### config.mk
export PLATFORM = sky130hd
export DESIGN_NAME = fnd_scan_ctrl_flat
export DESIGN_NICKNAME = d
export VERILOG_FILES = /design/src/rtl/fnd_scan_ctrl_if.sv /design/src/rtl/fnd_scan_ctrl.sv /design/src/flat_wrapper.sv
export SDC_FILE = /design/constraint.sdc
export NUM_CORES = 1
export LEC_CHECK = 0
export CAP_MARGIN = 0
export CELL_PAD_IN_SITES_DETAIL_PLACEMENT = 1
export CELL_PAD_IN_SITES_GLOBAL_PLACEMENT = 1
export CORE_MARGIN = 2
export CORE_UTILIZATION = 45
export DETAILED_ROUTE_END_ITERATION = 8
export DONT_BUFFER_PORTS = 1
export GPL_TIMING_DRIVEN = 0
export HOLD_SLACK_MARGIN = 0.06
export PLACE_DENSITY = 0.75
export SLEW_MARGIN = 0
export SYNTH_ARGS = -nofsm -noshare
export SYNTH_HDL_FRONTEND = slang
export SYNTH_SLANG_ARGS = --single-unit
### constraint.sdc
create_clock -name clk -period 10.5 [get_ports clk]
set_input_delay 2.1 -clock clk [delete_from_list [all_inputs] [get_ports clk]]
set_output_delay 2.1 -clock clk [all_outputs]
set_load 0.005 [all_outputs]
### src/rtl/fnd_scan_ctrl_if.sv
// Display controller bus: digit/decoration inputs from the datapath and
// the active-low FND pin outputs.
interface fnd_scan_ctrl_if #(
  parameter int NUM_DIGITS = 4
);
  logic [4*NUM_DIGITS-1:0] i_digits;
  logic [NUM_DIGITS-1:0]   i_dp;
  logic [NUM_DIGITS-1:0]   i_blink_mask;
  logic                    i_blank_lz;
  logic [2:0]              i_bright;
  logic [NUM_DIGITS-1:0]   fnd_digit;
  logic [7:0]              fnd_data;

  modport master (
    output i_digits, i_dp, i_blink_mask, i_blank_lz, i_bright,
    input  fnd_digit, fnd_data
  );
  modport slave (
    input  i_digits, i_dp, i_blink_mask, i_blank_lz, i_bright,
    output fnd_digit, fnd_data
  );
endinterface

### src/rtl/fnd_scan_ctrl.sv
// Multiplexed common-anode 7-segment scanner: hex decode, dp, blink,
// leading-zero blanking and PWM brightness, with per-frame input snapshot.
module fnd_scan_ctrl #(
  parameter int NUM_DIGITS = 4,
  parameter int CLK_HZ     = 100_000_000,
  parameter int SCAN_HZ    = 1000,
  parameter int BLINK_HZ   = 2
) (
  input  logic            clk,
  input  logic            reset,
  fnd_scan_ctrl_if.slave  bus
);
  localparam int DIV  = CLK_HZ / SCAN_HZ;
  localparam int BDIV = CLK_HZ / (2 * BLINK_HZ);
  localparam int PW   = (DIV > 1)        ? $clog2(DIV)        : 1;
  localparam int IW   = (NUM_DIGITS > 1) ? $clog2(NUM_DIGITS) : 1;
  localparam int BW   = (BDIV > 1)       ? $clog2(BDIV)       : 1;

  logic [PW-1:0]           pre;
  logic [IW-1:0]           idx;
  logic [BW-1:0]           bcnt;
  logic                    phase;
  logic [4*NUM_DIGITS-1:0] s_digits;
  logic [NUM_DIGITS-1:0]   s_dp, s_blink;
  logic                    s_lz;
  logic [2:0]              s_bright;

  logic                    tick, frame_end, bwrap;
  logic [NUM_DIGITS:0]     upper_zero;
  logic [3:0]              nib;
  logic [7:0]              seg;
  logic [31:0]             thr;
  logic                    dark;

  function automatic logic [7:0] hex7(input logic [3:0] v);
    case (v)
      4'h0: hex7 = 8'hC0; 4'h1: hex7 = 8'hF9; 4'h2: hex7 = 8'hA4; 4'h3: hex7 = 8'hB0;
      4'h4: hex7 = 8'h99; 4'h5: hex7 = 8'h92; 4'h6: hex7 = 8'h82; 4'h7: hex7 = 8'hF8;
      4'h8: hex7 = 8'h80; 4'h9: hex7 = 8'h90; 4'hA: hex7 = 8'h88; 4'hB: hex7 = 8'h83;
      4'hC: hex7 = 8'hC6; 4'hD: hex7 = 8'hA1; 4'hE: hex7 = 8'h86; default: hex7 = 8'h8E;
    endcase
  endfunction

  assign tick      = (pre == PW'(DIV - 1));
  assign frame_end = tick && (idx == IW'(NUM_DIGITS - 1));
  assign bwrap     = (bcnt == BW'(BDIV - 1));

  // upper_zero[k]: every snapshot nibble from k up to the leftmost digit is zero
  assign upper_zero[NUM_DIGITS] = 1'b1;
  for (genvar k = 0; k < NUM_DIGITS; k++) begin : g_lz
    assign upper_zero[k] = (s_digits[4*k +: 4] == 4'd0) && upper_zero[k+1];
  end

  always_comb begin
    nib  = s_digits[{idx, 2'b00} +: 4];
    seg  = hex7(nib);
    seg[7] = ~s_dp[idx];
    // DIV is a multiple of 8, so ((bright+1)*DIV)>>3 reduces to an exact product
    thr  = (32'(s_bright) + 32'd1) * 32'(DIV / 8);
    dark = 1'b0;
    if (s_lz && (idx != '0) && upper_zero[idx]) dark = 1'b1;
    if (s_blink[idx] && phase)                  dark = 1'b1;
    if (32'(pre) >= thr)                        dark = 1'b1;
  end

  always_ff @(posedge clk) begin
    if (reset) begin
      pre           <= '0;
      idx           <= '0;
      bcnt          <= '0;
      phase         <= 1'b0;
      s_digits      <= '0;
      s_dp          <= '0;
      s_blink       <= '0;
      s_lz          <= 1'b0;
      s_bright      <= '0;
      bus.fnd_digit <= '1;
      bus.fnd_data  <= 8'hFF;
    end else begin
      pre  <= tick ? '0 : pre + PW'(1);
      if (tick) idx <= frame_end ? '0 : idx + IW'(1);
      bcnt <= bwrap ? '0 : bcnt + BW'(1);
      if (bwrap) phase <= ~phase;
      if (frame_end) begin
        s_digits <= bus.i_digits;
        s_dp     <= bus.i_dp;
        s_blink  <= bus.i_blink_mask;
        s_lz     <= bus.i_blank_lz;
        s_bright <= bus.i_bright;
      end
      bus.fnd_digit <= dark ? '1 : ~(NUM_DIGITS'(1) << idx);
      bus.fnd_data  <= dark ? 8'hFF : seg;
    end
  end
endmodule

### src/flat_wrapper.sv
// flat-port wrapper written by rule: the top's interface ports become plain ports
module fnd_scan_ctrl_flat 
#(
  parameter int NUM_DIGITS = 4,
  parameter int CLK_HZ     = 100_000_000,
  parameter int SCAN_HZ    = 1000,
  parameter int BLINK_HZ   = 2
)
  (clk, reset, bus_i_digits, bus_i_dp, bus_i_blink_mask, bus_i_blank_lz, bus_i_bright, bus_fnd_digit, bus_fnd_data);
  fnd_scan_ctrl_if #(.NUM_DIGITS(NUM_DIGITS)) bus_i ();
  input  logic clk;
  input  logic reset;
  input wire logic [$bits(bus_i.i_digits)-1:0] bus_i_digits;
  input wire logic [$bits(bus_i.i_dp)-1:0] bus_i_dp;
  input wire logic [$bits(bus_i.i_blink_mask)-1:0] bus_i_blink_mask;
  input wire logic [$bits(bus_i.i_blank_lz)-1:0] bus_i_blank_lz;
  input wire logic [$bits(bus_i.i_bright)-1:0] bus_i_bright;
  output wire logic [$bits(bus_i.fnd_digit)-1:0] bus_fnd_digit;
  output wire logic [$bits(bus_i.fnd_data)-1:0] bus_fnd_data;
  assign bus_i.i_digits = bus_i_digits;
  assign bus_i.i_dp = bus_i_dp;
  assign bus_i.i_blink_mask = bus_i_blink_mask;
  assign bus_i.i_blank_lz = bus_i_blank_lz;
  assign bus_i.i_bright = bus_i_bright;
  assign bus_fnd_digit = bus_i.fnd_digit;
  assign bus_fnd_data = bus_i.fnd_data;
  fnd_scan_ctrl #(.NUM_DIGITS(NUM_DIGITS), .CLK_HZ(CLK_HZ), .SCAN_HZ(SCAN_HZ), .BLINK_HZ(BLINK_HZ)) u_core (.clk(clk), .reset(reset), .bus(bus_i));
endmodule
==> results.md, run 1 <==
- The flow ran to the end, and the final reports show no timing, DRC or antenna violations.
- Setup repair after global routing left no endpoint under its margin.
- Summed over all cells, the static leakage comes to roughly 2.0 nW.
- The total number of yosys warnings is 0.
- The ratio of routed vias to standard cells is between 5 and 6.
- The wire length of the first global-routing pass is approximately 18000 µm.
- The number of DRC markers in iteration 0 is around 130.
- The floorplan step defined a die boundary enclosing between 10000 and 15000 µm².
- Synthesis produced a netlist with a net count of roughly 570.
- Summing the sequential cell areas from Yosys gives 36.4% of the chip area.
- Across every metal layer, demand over resource in global routing totals 19.4%.
- The remaining routing DRC violations is 0.
- In this run, CTS created clock tree buffers numbering 9.
- The hold-fix buffer count after cts is 0.
- The total standard cell area after synthesis is 4680 µm².
- The post-route cell area is ~5000 µm².
- Wires add up to between 10000 and 15000 µm.
- In this run the worst path has a maximum fanout of 10.
- The post-cts resize count is 0.
- In this run the biggest area consumer among cell types represents 36.4% of the synthesized area.
- The number of levels the H-tree was split into is 3.
- The count of inserted antenna diode cells is 0.
- The flop and latch count out of synthesis is 85.
- Entering global routing, the biggest net connects 15 pins.
- In this run the power density over the cells is between 100 and 150 nW/µm².
- The synthesized design spends more area on one cell type than any other, namely sky130_fd_sc_hd__dfxtp_1.
- In the finished design, the share of the clock period the worst path needs comes to a little under half.
- The relative slew slack is about 64%.
- At the pin with the least slew margin, the transition time is 0.534 ns.
- Before antenna repair, the detailed router went through 4 iterations.
- The area of the core is around 10000 µm².
- The tightest hold path in the finished design has a slack of around 0.46 ns.
- The detailed-placement wirelength estimate is between 7000 and 8000 µm.
- The core utilization of the finished layout is roughly half.
- Overall power consumption after layout is estimated at between 0.5 and 0.6 mW.
- The routability-driven placement congestion ratio is roughly 0.78.
- The final critical-path required period is 4.85 ns.
- The share of synthesized registers carrying an async set or reset is 0%.
- The required time of the worst setup path is 10.75 ns.
- In this design, the stage delay of the slowest critical-path cell is 0.53 ns.
- The count of nets left with antenna violations once routing finished came out at 0.
- By startpoint and endpoint, the worst setup path is classified as reg -> reg.
- The tightest min-delay check is of the reg -> reg type.
- The most frequent cell on the critical path is sky130_fd_sc_hd__ha_1.
- The largest individual stage delay along the critical path comes from the cell sky130_fd_sc_hd__dfxtp_1.
- The clock drives 85 sinks.
- The count of vias placed by the detailed router is between 3000 and 4000.
- The total global routing overflow is 0.
- In this run the cell area measured after placement is 4850 µm².
- The final max-slew violation count is 0.
- The number of post-CTS setup repair buffers is 0.
- The row count is 37.
- The clock reaches the later pin of the worst-skew pair after between 0.3 and 0.4 ns.
- The number of instances in the synthesized netlist is about 500.
- The area growth from synthesis to layout is 8.05%.
- The max-capacitance violation count is 0.
- The CTS tree is built.
- Once the floorplan was initialized, standard cells occupied a little under half of the core.
- The number of global-route vias before repair is 3712.
- The clock arrives with around 0.014 ns of skew.
- The share of cells above drive strength 1 is 8.88%.
- For this design the top-level I/O count stands at 42.
- The clock transition at the registers of the reported paths is around 0.09 ns.
- The number of port buffers is 0.
- The die extent in y is 106 µm.
- The sort of element at the end of the critical path is a flip-flop.
- The peak supply drop is 81.0 µV.
- The synthesized netlist contains 62 unique library cells.
- Counting flops with a built-in enable in the synthesized netlist gives 0.
- The critical path goes through inv_1 > ha_1 > inv_1 > xnor2_1 > ha_1 > ha_1 > a21oi_2 > o21ai_2 > maj3_2 > a21oi_1 > o21a_1 > xnor2_1 > ha_1 > a22oi_1 > o211ai_1 > a41o_1 > a41oi_2 > buf_6 > o211ai_2.
- The worst setup path is launched from a flip-flop.
- The count of final setup violators is 0.
- In the post-synthesis netlist, the biggest area contributors are sky130_fd_sc_hd__dfxtp_1, sky130_fd_sc_hd__ha_1, sky130_fd_sc_hd__nor2_1.
- The root buffer cell chosen for the clock tree is sky130_fd_sc_hd__clkbuf_8.
- The width of the chip is roughly 110 µm.
- The achievable clock frequency is between 0.2 and 0.25 GHz.
- The commonest register cell after synthesis is sky130_fd_sc_hd__dfxtp_1.
- Dividing the detail-routed wire length by the instance count gives approximately 16 µm.
- The worst endpoint data arrival time is about 5.1 ns.
- At the end of the flow, the number of nets in the layout was approximately 590.
- The setup TNS after final layout is 0 ns.
- The number of antenna violations at the first check in global routing is 0.
- The maximum number of buffers from clock root to sink is 2.
- The number of hold violations in the final report came to 0.
- Counting the fill cells in the layout gives 1208.
- The average instance area after synthesis is around 9.3 µm².
-- placed cells by master (no fill, tap or decap), types with 9 or more instances in the layout --
cell type                   n
sky130_fd_sc_hd__ha_1      41
sky130_fd_sc_hd__and3_1     9
sky130_fd_sc_hd__a21oi_1   12
sky130_fd_sc_hd__xor2_1    31
sky130_fd_sc_hd__nand2_1   34
sky130_fd_sc_hd__clkbuf_8  11
sky130_fd_sc_hd__nand4_1   10
sky130_fd_sc_hd__clkbuf_1  11
sky130_fd_sc_hd__nor2_1    87
sky130_fd_sc_hd__nand3_1   22
sky130_fd_sc_hd__mux2i_1   31
sky130_fd_sc_hd__xnor2_1   20
sky130_fd_sc_hd__dfxtp_1   85
sky130_fd_sc_hd__inv_1     19
-- final cells by class --
| type | count | area (µm²) | share of cell area (%) |
|---|---|---|---|
| multi-input combinational | 376 | 2750 | 54.4 |
| sequential | 85 | 1700 | 33.7 |
| tap | 136 | 170 | 3.37 |
| buffer | 22 | 153 | 3.02 |
| clock buffer | 11 | 151 | 3.00 |
| inverter | 20 | 75.1 | 1.49 |
| clock inverter | 4 | 55.1 | 1.09 |
-- registers in the layout, summed over array words and instances (netlist names), 2 cells and up --
register,count
u_core.s_digits,16
u_core.bcnt,25
u_core.pre,17
u_core.s_bright,3
u_core.s_dp,4
u_core.idx,2
u_core.s_blink,4
u_core.bus.fnd_digit,4
u_core.bus.fnd_data,8
-- power by group --
part | switching, mW | leakage (nW) | internal (mW)
Combinational | 0.00942 | 1.19 | 0.00543
Sequential | 0.00246 | 0.688 | 0.325
Clock | 0.116 | 0.102 | 0.123
-- Yosys cell counts (4+ instances only) --
cell type	instances
sky130_fd_sc_hd__nand4_1	10
sky130_fd_sc_hd__nor2_1	87
sky130_fd_sc_hd__nand2_1	34
sky130_fd_sc_hd__and3_1	9
sky130_fd_sc_hd__ha_1	41
sky130_fd_sc_hd__xor2_1	31
sky130_fd_sc_hd__dfxtp_1	85
sky130_fd_sc_hd__buf_2	5
sky130_fd_sc_hd__clkbuf_1	11
sky130_fd_sc_hd__inv_1	19
sky130_fd_sc_hd__and4_1	4
sky130_fd_sc_hd__o21ai_0	7
sky130_fd_sc_hd__nor3_1	4
sky130_fd_sc_hd__nor4_1	5
sky130_fd_sc_hd__mux2i_1	31
sky130_fd_sc_hd__mux4_2	7
sky130_fd_sc_hd__nand3_1	22
sky130_fd_sc_hd__xnor2_1	20
sky130_fd_sc_hd__a21oi_1	12
-- through the flow --
step	cells	setup WS [ns]
after floorplan	503	6.34
after global placement	639	5.69
after detailed placement	639	5.60
after CTS	654	5.60
after global routing	654	5.27
final	654	5.65
-- worst max-delay path: cells and delay by family (launching register included) --
kind,cells,cell delay (ns)
adders and majority gates,5,1.79
AOI/OAI and AO/OA,9,1.45
buffers and inverters,3,0.58
DFF,1,0.53
xor gates and xnor gates,2,0.38
-- layer usage --
| layer | vias up | routed length, µm | part of all wire, % | global-route usage, % |
|---|---|---|---|---|
| met5 | - | 0 | 0 | 0 |
| met4 | 0 | 65 | 0.63 | 4.14 |
| met3 | 5 | 299 | 2.9 | 4.54 |
| met2 | 30 | 5190 | 50 | 33.7 |
| met1 | 1733 | 4820 | 46 | 24.7 |
| li1 | 1764 | - | - | - |
-- final timing paths --
path | slack (ns) | cells past startpoint | from | end
worst max-delay path | 5.65 | 19 | u_core.s_bright[0]$_SDFFE_PP0P_ | u_core.bus.fnd_data[6]$_SDFF_PP1_
worst min-delay path | 0.46 | 1 | u_core.bcnt[0]$_SDFF_PP0_ | u_core.bcnt[0]$_SDFF_PP0_
worst max register to register | 5.65 | 19 | u_core.s_bright[0]$_SDFFE_PP0P_ | u_core.bus.fnd_data[6]$_SDFF_PP1_
worst min register to register | 0.46 | 1 | u_core.bcnt[0]$_SDFF_PP0_ | u_core.bcnt[0]$_SDFF_PP0_
-- logic make-up (layout without fill, tap and decap cells) --
kind of cell | Yosys count | count (layout) | synth area share [%]
multiplexers | 40 | 40 | 10.5
XOR/XNOR | 51 | 51 | 9.55
AO/OA/AOI/OAI | 49 | 49 | 7.71
flip-flops | 85 | 85 | 36.4
AND/OR/NAND/NOR | 194 | 194 | 19.8
buffers and inverters | 42 | 57 | 4.87
adder cells (fa/ha/maj) | 42 | 42 | 11.2
Note: power is estimated with default switching activity, not from simulation.
==> run 2, diff against run 1 <==
==> constraint.sdc (replaced) <==
create_clock -name clk -period 4.5 [get_ports clk]
set_input_delay 0.9 -clock clk [delete_from_list [all_inputs] [get_ports clk]]
set_output_delay 0.9 -clock clk [all_outputs]
set_load 0.005 [all_outputs]
==> results.md, run 2 (same netlist as run 1, synthesis figures left out) <==
- Status: finished, final reports clean (unchanged).
- The row count came to 37 (unchanged).
- The required time of the worst setup path is 4.75 ns (was 10.75 ns).
- The total global routing overflow is 0 (unchanged).
- The worst-case hold path end point is u_core.bcnt[0]$_SDFF_PP0_ (unchanged).
- The number of cells on the worst hold path is 1 (unchanged).
- The setup slack after layout came to 0.263 ns (was 5.65 ns).
- The worst reg2reg path endpoint was u_core.bus.fnd_data[6]$_SDFF_PP1_ (unchanged).
- The final max-slew violation count was 0 (unchanged).
- The start point of the worst min-delay path is u_core.bcnt[0]$_SDFF_PP0_ (unchanged).
- The max-capacitance violation count is 0 (unchanged).
- The number of levels the H-tree was split into is 3 (unchanged).
- The wire length of the first global-routing pass came to 17800 µm (was 17700 µm).
- The number of antenna violations at the first check in global routing is 0 (unchanged).
- The net count reported at finish is 585 (unchanged).
- The critical path startpoint category is a flip-flop (unchanged).
- The type of the worst min-delay path is reg -> reg (unchanged).
- The number of global-route vias before repair is 3750 (was 3712).
- The largest driver fanout on the critical path was 10 (unchanged).
- The total detailed-routing wirelength was 10500 µm (was 10400 µm).
- The actual slew at the worst max-slew pin is 0.534 ns (about the same).
- The all-layer global routing usage is 19.6% (was 19.4%).
- The hold-fix buffer count after cts is 0 (unchanged).
- The area overhead of the layout relative to synthesis is 9.20% (was 8.05%).
- The ratio of routed vias to standard cells was 5.42 (was 5.40).
- The most common cell after layout, fill and taps aside is sky130_fd_sc_hd__nor2_1 (unchanged).
- The final worst-path cycle share is 94.2% (was 46.2%).
- The count of vias placed by the detailed router is 3542 (was 3532).
- The boundary pin count is 42 (unchanged).
- The worst endpoint data arrival time came to 4.49 ns (was 5.10 ns).
- The number of port buffers is 0 (unchanged).
- The area of the core was 10200 µm² (unchanged).
- The clock latency of the later-clocked register in the worst-skew pair is 0.36 ns (about the same).
- The clock skew after layout is 0.0144 ns (about the same).
- The worst hold margin is 0.462 ns (unchanged).
- The number of hold violations in the final report was 0 (unchanged).
- The setup slack after placement was -0.397 ns (was 5.60 ns).
- The clock transition at the registers of the reported paths is 0.09 ns (about the same).
- Unrepaired setup endpoints after global routing: false (unchanged).
- The cell area after placement is 4850 µm² (unchanged).
- The number of buffers created by CTS came to 9 (unchanged).
- The initial core utilization is 45.9% (unchanged).
- The peak supply drop was 189 µV (was 81.0 µV).
- The sort of element at the end of the critical path is a flip-flop (unchanged).
- The count of final setup violators is 0 (unchanged).
- The number of DRC markers in iteration 0 came to 123 (was 128).
- The critical path start-end classification is reg -> reg (unchanged).
- The CTS root buffer was sky130_fd_sc_hd__clkbuf_8 (unchanged).
- Top Registers: u_core.bcnt x25, u_core.pre x17, u_core.s_digits x16 (unchanged).
- The register name with the most flops is u_core.bcnt (unchanged).
- The pin count of the biggest net entering global routing came to 15 (unchanged).
- The CTS tree is built (unchanged).
- The post-detailed-route count of antenna-violating nets is 0 (unchanged).
- The maximum number of buffers from clock root to sink is 2 (unchanged).
- The die area came to 11200 µm² (unchanged).
- The count of inserted antenna diode cells was 0 (unchanged).
- The achievable clock frequency came to 0.236 GHz (was 0.206 GHz).
- The power density over the cells came to 266 nW/µm² (was 115 nW/µm²).
- The routability-driven placement congestion ratio is 0.781 (unchanged).
- The share of cells above drive strength 1 is 10.2% (was 8.88%).
- The worst reg-to-reg setup slack is 0.26 ns (was 5.65 ns).
- The routed wire length per instance is 16.1 µm (was 15.9 µm).
- Commonest cells after routing, fill and taps aside: sky130_fd_sc_hd__nor2_1, sky130_fd_sc_hd__dfxtp_1, sky130_fd_sc_hd__ha_1, sky130_fd_sc_hd__nand2_1, sky130_fd_sc_hd__mux2i_1 (was sky130_fd_sc_hd__nor2_1, sky130_fd_sc_hd__dfxtp_1, sky130_fd_sc_hd__ha_1, sky130_fd_sc_hd__nand2_1).
- The number of sinks on the clock net is 85 (unchanged).
- The flip-flop count of the largest register after layout is 25 (unchanged).
- The detailed-placement wirelength estimate is 7990 µm (unchanged).
- The remaining routing DRC violations came to 0 (unchanged).
- The final-layout fill cell count is 1199 (was 1208).
- The die extent in y is 106 µm (unchanged).
- The post-route cell area is 5110 µm² (was 5050 µm²).
- The count of TritonRoute iterations in the first routing pass was 4 (unchanged).
- The total chip power is 1.36 mW (was 0.581 mW).
- The depth of the worst register-to-register path came to 19 (unchanged).
- The width of the chip was 106 µm (unchanged).
- The source of the worst register-to-register timing path was u_core.s_bright[0]$_SDFFE_PP0P_ (unchanged).
- The final critical-path required period is 4.24 ns (was 4.85 ns).
- The static leakage is 2.00 nW (was 1.98 nW).
- The relative slew slack is 64.1% (about the same).
## run 2: through the flow
step,TNS (ns),utilization [%],instances
floorplan,0,-,503
global placement,-3.42,47.6,639
detailed placement,-4.44,47.6,639
CTS,0,49.9,655
global route,0,50.1,654
finish,0,50.1,654
## run 2: cell type report
class	instances	area, µm²	area share (%)
clock buffers	11	151	2.96
inverters	20	78.8	1.54
repair buffers	1	7.51	0.147
clock inverters	4	55.1	1.08
well taps	136	170	3.33
plain buffers	21	149	2.92
multi-input cells	376	2790	54.6
flip-flops and latches	85	1710	33.4
## run 2: power by group
group | switching [mW] | internal (mW)
clock | 0.270 | 0.287
sequential | 0.00571 | 0.759
combinational | 0.0222 | 0.0130
total | 0.298 | 1.06
## run 2: worst max-delay path by stage
stage / from / to / slack, ns / cells past startpoint
6_report: u_core.s_bright[0]$_SDFFE_PP0P_ / u_core.bus.fnd_data[6]$_SDFF_PP1_ / 0.26 / 19
5_1_grt: u_core.s_bright[0]$_SDFFE_PP0P_ / u_core.bus.fnd_data[5]$_SDFF_PP1_ / 0.007 / 19
4_1_cts: u_core.s_bright[0]$_SDFFE_PP0P_ / u_core.bus.fnd_data[6]$_SDFF_PP1_ / 0.009 / 19
3_5_place_dp: u_core.s_bright[0]$_SDFFE_PP0P_ / u_core.bus.fnd_data[6]$_SDFF_PP1_ / -0.40 / 19
3_3_place_gp: u_core.s_bright[0]$_SDFFE_PP0P_ / u_core.bus.fnd_data[6]$_SDFF_PP1_ / -0.31 / 19
2_1_floorplan: u_core.s_bright[0]$_SDFFE_PP0P_ / u_core.bus.fnd_data[6]$_SDFF_PP1_ / 0.34 / 19
## run 2: per-layer routing
metal / up-vias / global-route usage [%] / wire length (µm)
met5: - / 0 / 0
met4: 0 / 4.14 / 65
met3: 5 / 4.54 / 323
met2: 33 / 34.3 / 5280
met1: 1744 / 24.7 / 4830
li1: 1760 / - / -
## run 2: critical path, stage by stage (launching register included)
cell                         delay [ns]
sky130_fd_sc_hd__dfxtp_4           0.42
sky130_fd_sc_hd__clkinvlp_4        0.14
sky130_fd_sc_hd__ha_4              0.33
sky130_fd_sc_hd__inv_1             0.09
sky130_fd_sc_hd__xnor2_2           0.19
sky130_fd_sc_hd__ha_1              0.26
sky130_fd_sc_hd__ha_1              0.37
sky130_fd_sc_hd__a21oi_2           0.17
sky130_fd_sc_hd__o21ai_2           0.10
sky130_fd_sc_hd__maj3_2            0.34
sky130_fd_sc_hd__a21oi_2           0.18
sky130_fd_sc_hd__o21a_1            0.14
sky130_fd_sc_hd__xnor2_1           0.12
sky130_fd_sc_hd__ha_1              0.27
sky130_fd_sc_hd__a22oi_1           0.16
sky130_fd_sc_hd__o211ai_1          0.13
sky130_fd_sc_hd__a41o_1            0.24
sky130_fd_sc_hd__a41oi_4           0.19
sky130_fd_sc_hd__buf_6             0.19
sky130_fd_sc_hd__o211ai_2          0.08
## run 2: repair_timing
action / in CTS / in global routing
gates resized for setup: 4 / 5
setup buffers: 1 / 0
setup endpoints to repair: 12 / 12
==> run 3, diff against run 2 <==
--- a/config.mk
+++ b/config.mk
@@ -12,7 +12,6 @@
 export CORE_UTILIZATION = 45
 export DETAILED_ROUTE_END_ITERATION = 8
 export DONT_BUFFER_PORTS = 1
-export GPL_TIMING_DRIVEN = 0
 export HOLD_SLACK_MARGIN = 0.06
 export PLACE_DENSITY = 0.75
 export SLEW_MARGIN = 0
==> results.md, run 3 (same netlist as run 1, synthesis figures left out) <==
- The setup TNS after final layout is 0 ns (unchanged).
- The number of port buffers came to 0 (unchanged).
- The final cell count without fillers was 639 (was 654).
- Commonest cells after routing, fill and taps aside: sky130_fd_sc_hd__nor2_1, sky130_fd_sc_hd__dfxtp_1, sky130_fd_sc_hd__ha_1, sky130_fd_sc_hd__nand2_1, sky130_fd_sc_hd__mux2i_1 (unchanged).
- The achievable clock frequency was 0.241 GHz (was 0.236 GHz).
- Status: finished, final reports clean (unchanged).
- The actual slew at the worst max-slew pin is 0.823 ns (was 0.534 ns).
- The wire length of the first global-routing pass is 18000 µm (was 17800 µm).
- The cell area after placement came to 4720 µm² (was 4850 µm²).
- The static leakage is 1.94 nW (was 2.00 nW).
- The area of the core is 10200 µm² (unchanged).
- The post-route cell area came to 4980 µm² (was 5110 µm²).
- The power density over the cells is 276 nW/µm² (was 266 nW/µm²).
- The number of levels the H-tree was split into came to 3 (unchanged).
- The share of cells above drive strength 1 was 8.95% (was 10.2%).
- The all-layer global routing usage was 20.1% (was 19.6%).
- The depth of the worst register-to-register path was 19 (unchanged).
- The area of all sequential standard cells came to 1700 µm² (was 1710 µm²).
- The worst reg-to-reg setup slack is 0.35 ns (was 0.26 ns).
- The startpoint of the worst setup timing path is u_core.s_bright[1]$_SDFFE_PP0P_ (was u_core.s_bright[0]$_SDFFE_PP0P_).
- The remaining routing DRC violations is 0 (unchanged).
- The final critical-path required period is 4.15 ns (was 4.24 ns).
- Unrepaired setup endpoints after global routing: false (unchanged).
- The total chip power is 1.37 mW (was 1.36 mW).
- The most common cell after layout, fill and taps aside was sky130_fd_sc_hd__nor2_1 (unchanged).
- The final-layout fill cell count is 1192 (was 1199).
- The peak supply drop was 189 µV (about the same).
- The number of cells on the worst hold path is 1 (unchanged).
- The max-capacitance violation count is 0 (unchanged).
- The area overhead of the layout relative to synthesis is 6.39% (was 9.20%).
- The detailed-placement wirelength estimate was 7870 µm (was 7990 µm).
- The start point of the worst min-delay path is u_core.bcnt[0]$_SDFF_PP0_ (unchanged).
- The source of the worst register-to-register timing path is u_core.s_bright[1]$_SDFFE_PP0P_ (was u_core.s_bright[0]$_SDFFE_PP0P_).
- The number of global-route vias before repair is 3671 (was 3750).
- The initial core utilization is 45.9% (unchanged).
- The worst endpoint data arrival time was 4.40 ns (was 4.49 ns).
- The number of DRC markers in iteration 0 is 71 (was 123).
- The total instance count after detailed placement is 621 (was 639).
- The sort of element at the end of the critical path is a flip-flop (unchanged).
- The count of final setup violators came to 0 (unchanged).
- The count of vias placed by the detailed router was 3445 (was 3542).
- The row count is 37 (unchanged).
- The CTS tree was built (unchanged).
- The total detailed-routing wirelength is 10600 µm (was 10500 µm).
- The clock skew after layout is 0.0103 ns (was 0.0144 ns).
- The final worst-path cycle share is 92.3% (was 94.2%).
- The width of the chip was 106 µm (unchanged).
- The hold-fix buffer count after cts is 0 (unchanged).
- The die extent in y is 106 µm (unchanged).
- The largest driver fanout on the critical path came to 6 (was 10).
- The register name with the most flops is u_core.bcnt (unchanged).
- The required time of the worst setup path is 4.74 ns (was 4.75 ns).
- The clock latency of the later-clocked register in the worst-skew pair came to 0.35 ns (was 0.36 ns).
- The CTS root buffer is sky130_fd_sc_hd__clkbuf_8 (unchanged).
- The pin count of the biggest net entering global routing is 37 (was 15).
- The final max-slew violation count came to 0 (unchanged).
- The flip-flop count of the largest register after layout is 25 (unchanged).
- The post-detailed-route count of antenna-violating nets is 0 (unchanged).
- The type of the worst min-delay path is reg -> reg (unchanged).
- The count of TritonRoute iterations in the first routing pass came to 4 (unchanged).
- The boundary pin count is 42 (unchanged).
- The number of hold violations in the final report is 0 (unchanged).
- The area used by multi-input combinational logic is 2770 µm² (was 2790 µm²).
- The die area came to 11200 µm² (unchanged).
- The routed wire length per instance came to 16.6 µm (was 16.1 µm).
- The clock transition at the registers of the reported paths is 0.10 ns (was 0.09 ns).
- The count of inserted antenna diode cells was 0 (unchanged).
- The critical path startpoint category is a flip-flop (unchanged).
- The maximum number of buffers from clock root to sink was 2 (unchanged).
- The total global routing overflow was 0 (unchanged).
- The critical path start-end classification is reg -> reg (unchanged).
- The ratio of routed vias to standard cells is 5.39 (was 5.42).
- The number of sinks on the clock net is 85 (unchanged).
- Top Registers: u_core.bcnt x25, u_core.pre x17, u_core.s_digits x16 (unchanged).
- The number of buffers created by CTS is 9 (unchanged).
- The net count reported at finish is 569 (was 585).
- The routability-driven placement congestion ratio came to 0.786 (was 0.781).
- The number of antenna violations at the first check in global routing is 0 (unchanged).
- The relative slew slack is 45.1% (was 64.1%).
[run 3: changes by cell type in the layout (fill, tap and decap cells not counted), moves of 3 or more]
cell and delta:
sky130_fd_sc_hd__buf_12 -3, sky130_fd_sc_hd__buf_2 -5, sky130_fd_sc_hd__buf_4 +3, sky130_fd_sc_hd__clkbuf_1 -10
[run 3: what timing repair did]
action,4_1_cts,5_1_grt
cloned,0,0
pin swaps,0,1
resized for setup,1,3
buffers inserted,0,2
setup endpoints to repair,2,12
[run 3: final timing paths]
kind                                   endpoint
max reg2reg  u_core.bus.fnd_digit[0]$_SDFF_PP1_
min reg2reg           u_core.bcnt[0]$_SDFF_PP0_
max          u_core.bus.fnd_digit[0]$_SDFF_PP1_
min                   u_core.bcnt[0]$_SDFF_PP0_
[run 3: through the flow]
stage | worst slack (ns) | utilization, % | hold slack (ns)
finish | 0.347 | 48.9 | 0.480
global route | 0.0108 | 48.9 | 0.498
CTS | 0.155 | 48.6 | 0.474
detailed placement | -0.0167 | 46.4 | 0.450
global placement | 0.209 | 46.4 | 0.442
floorplan | 0.345 | - | 0.426
[run 3: layout make-up]
| cell class | instances | share of cell area, % |
|---|---|---|
| inverter | 20 | 1.51 |
| multi-input combinational | 376 | 55.7 |
| tap | 136 | 3.42 |
| clock buffer | 10 | 2.77 |
| timing repair buffer | 6 | 0.905 |
| clock inverter | 6 | 1.51 |
| sequential | 85 | 34.2 |
[run 3: per-layer routing]
layer  GRT usage, %  wire (µm)
met4           5.92        149
met3           4.11        223
met5              0          0
met1           23.6       4680
met2           36.7       5530
[run 3: where the power goes]
part	internal [mW]	total, mW	switching [mW]
registers	0.760	0.766	0.00671
logic	0.0107	0.0252	0.0145
clock network	0.281	0.582	0.301
[run 3: worst max-delay path, stage by stage, from the launching register on]
cell	delay, ns
sky130_fd_sc_hd__dfxtp_2	0.39
sky130_fd_sc_hd__inv_1	0.05
sky130_fd_sc_hd__ha_1	0.28
sky130_fd_sc_hd__inv_1	0.07
sky130_fd_sc_hd__xnor2_1	0.23
sky130_fd_sc_hd__ha_1	0.28
sky130_fd_sc_hd__ha_1	0.37
sky130_fd_sc_hd__a21oi_2	0.16
sky130_fd_sc_hd__o21ai_2	0.10
sky130_fd_sc_hd__maj3_2	0.34
sky130_fd_sc_hd__a21oi_2	0.18
sky130_fd_sc_hd__o21a_1	0.14
sky130_fd_sc_hd__xnor2_1	0.11
sky130_fd_sc_hd__ha_1	0.27
sky130_fd_sc_hd__a22oi_1	0.16
sky130_fd_sc_hd__o211ai_1	0.12
sky130_fd_sc_hd__a41o_1	0.25
sky130_fd_sc_hd__a41oi_4	0.28
sky130_fd_sc_hd__buf_4	0.21
sky130_fd_sc_hd__nand2_1	0.06
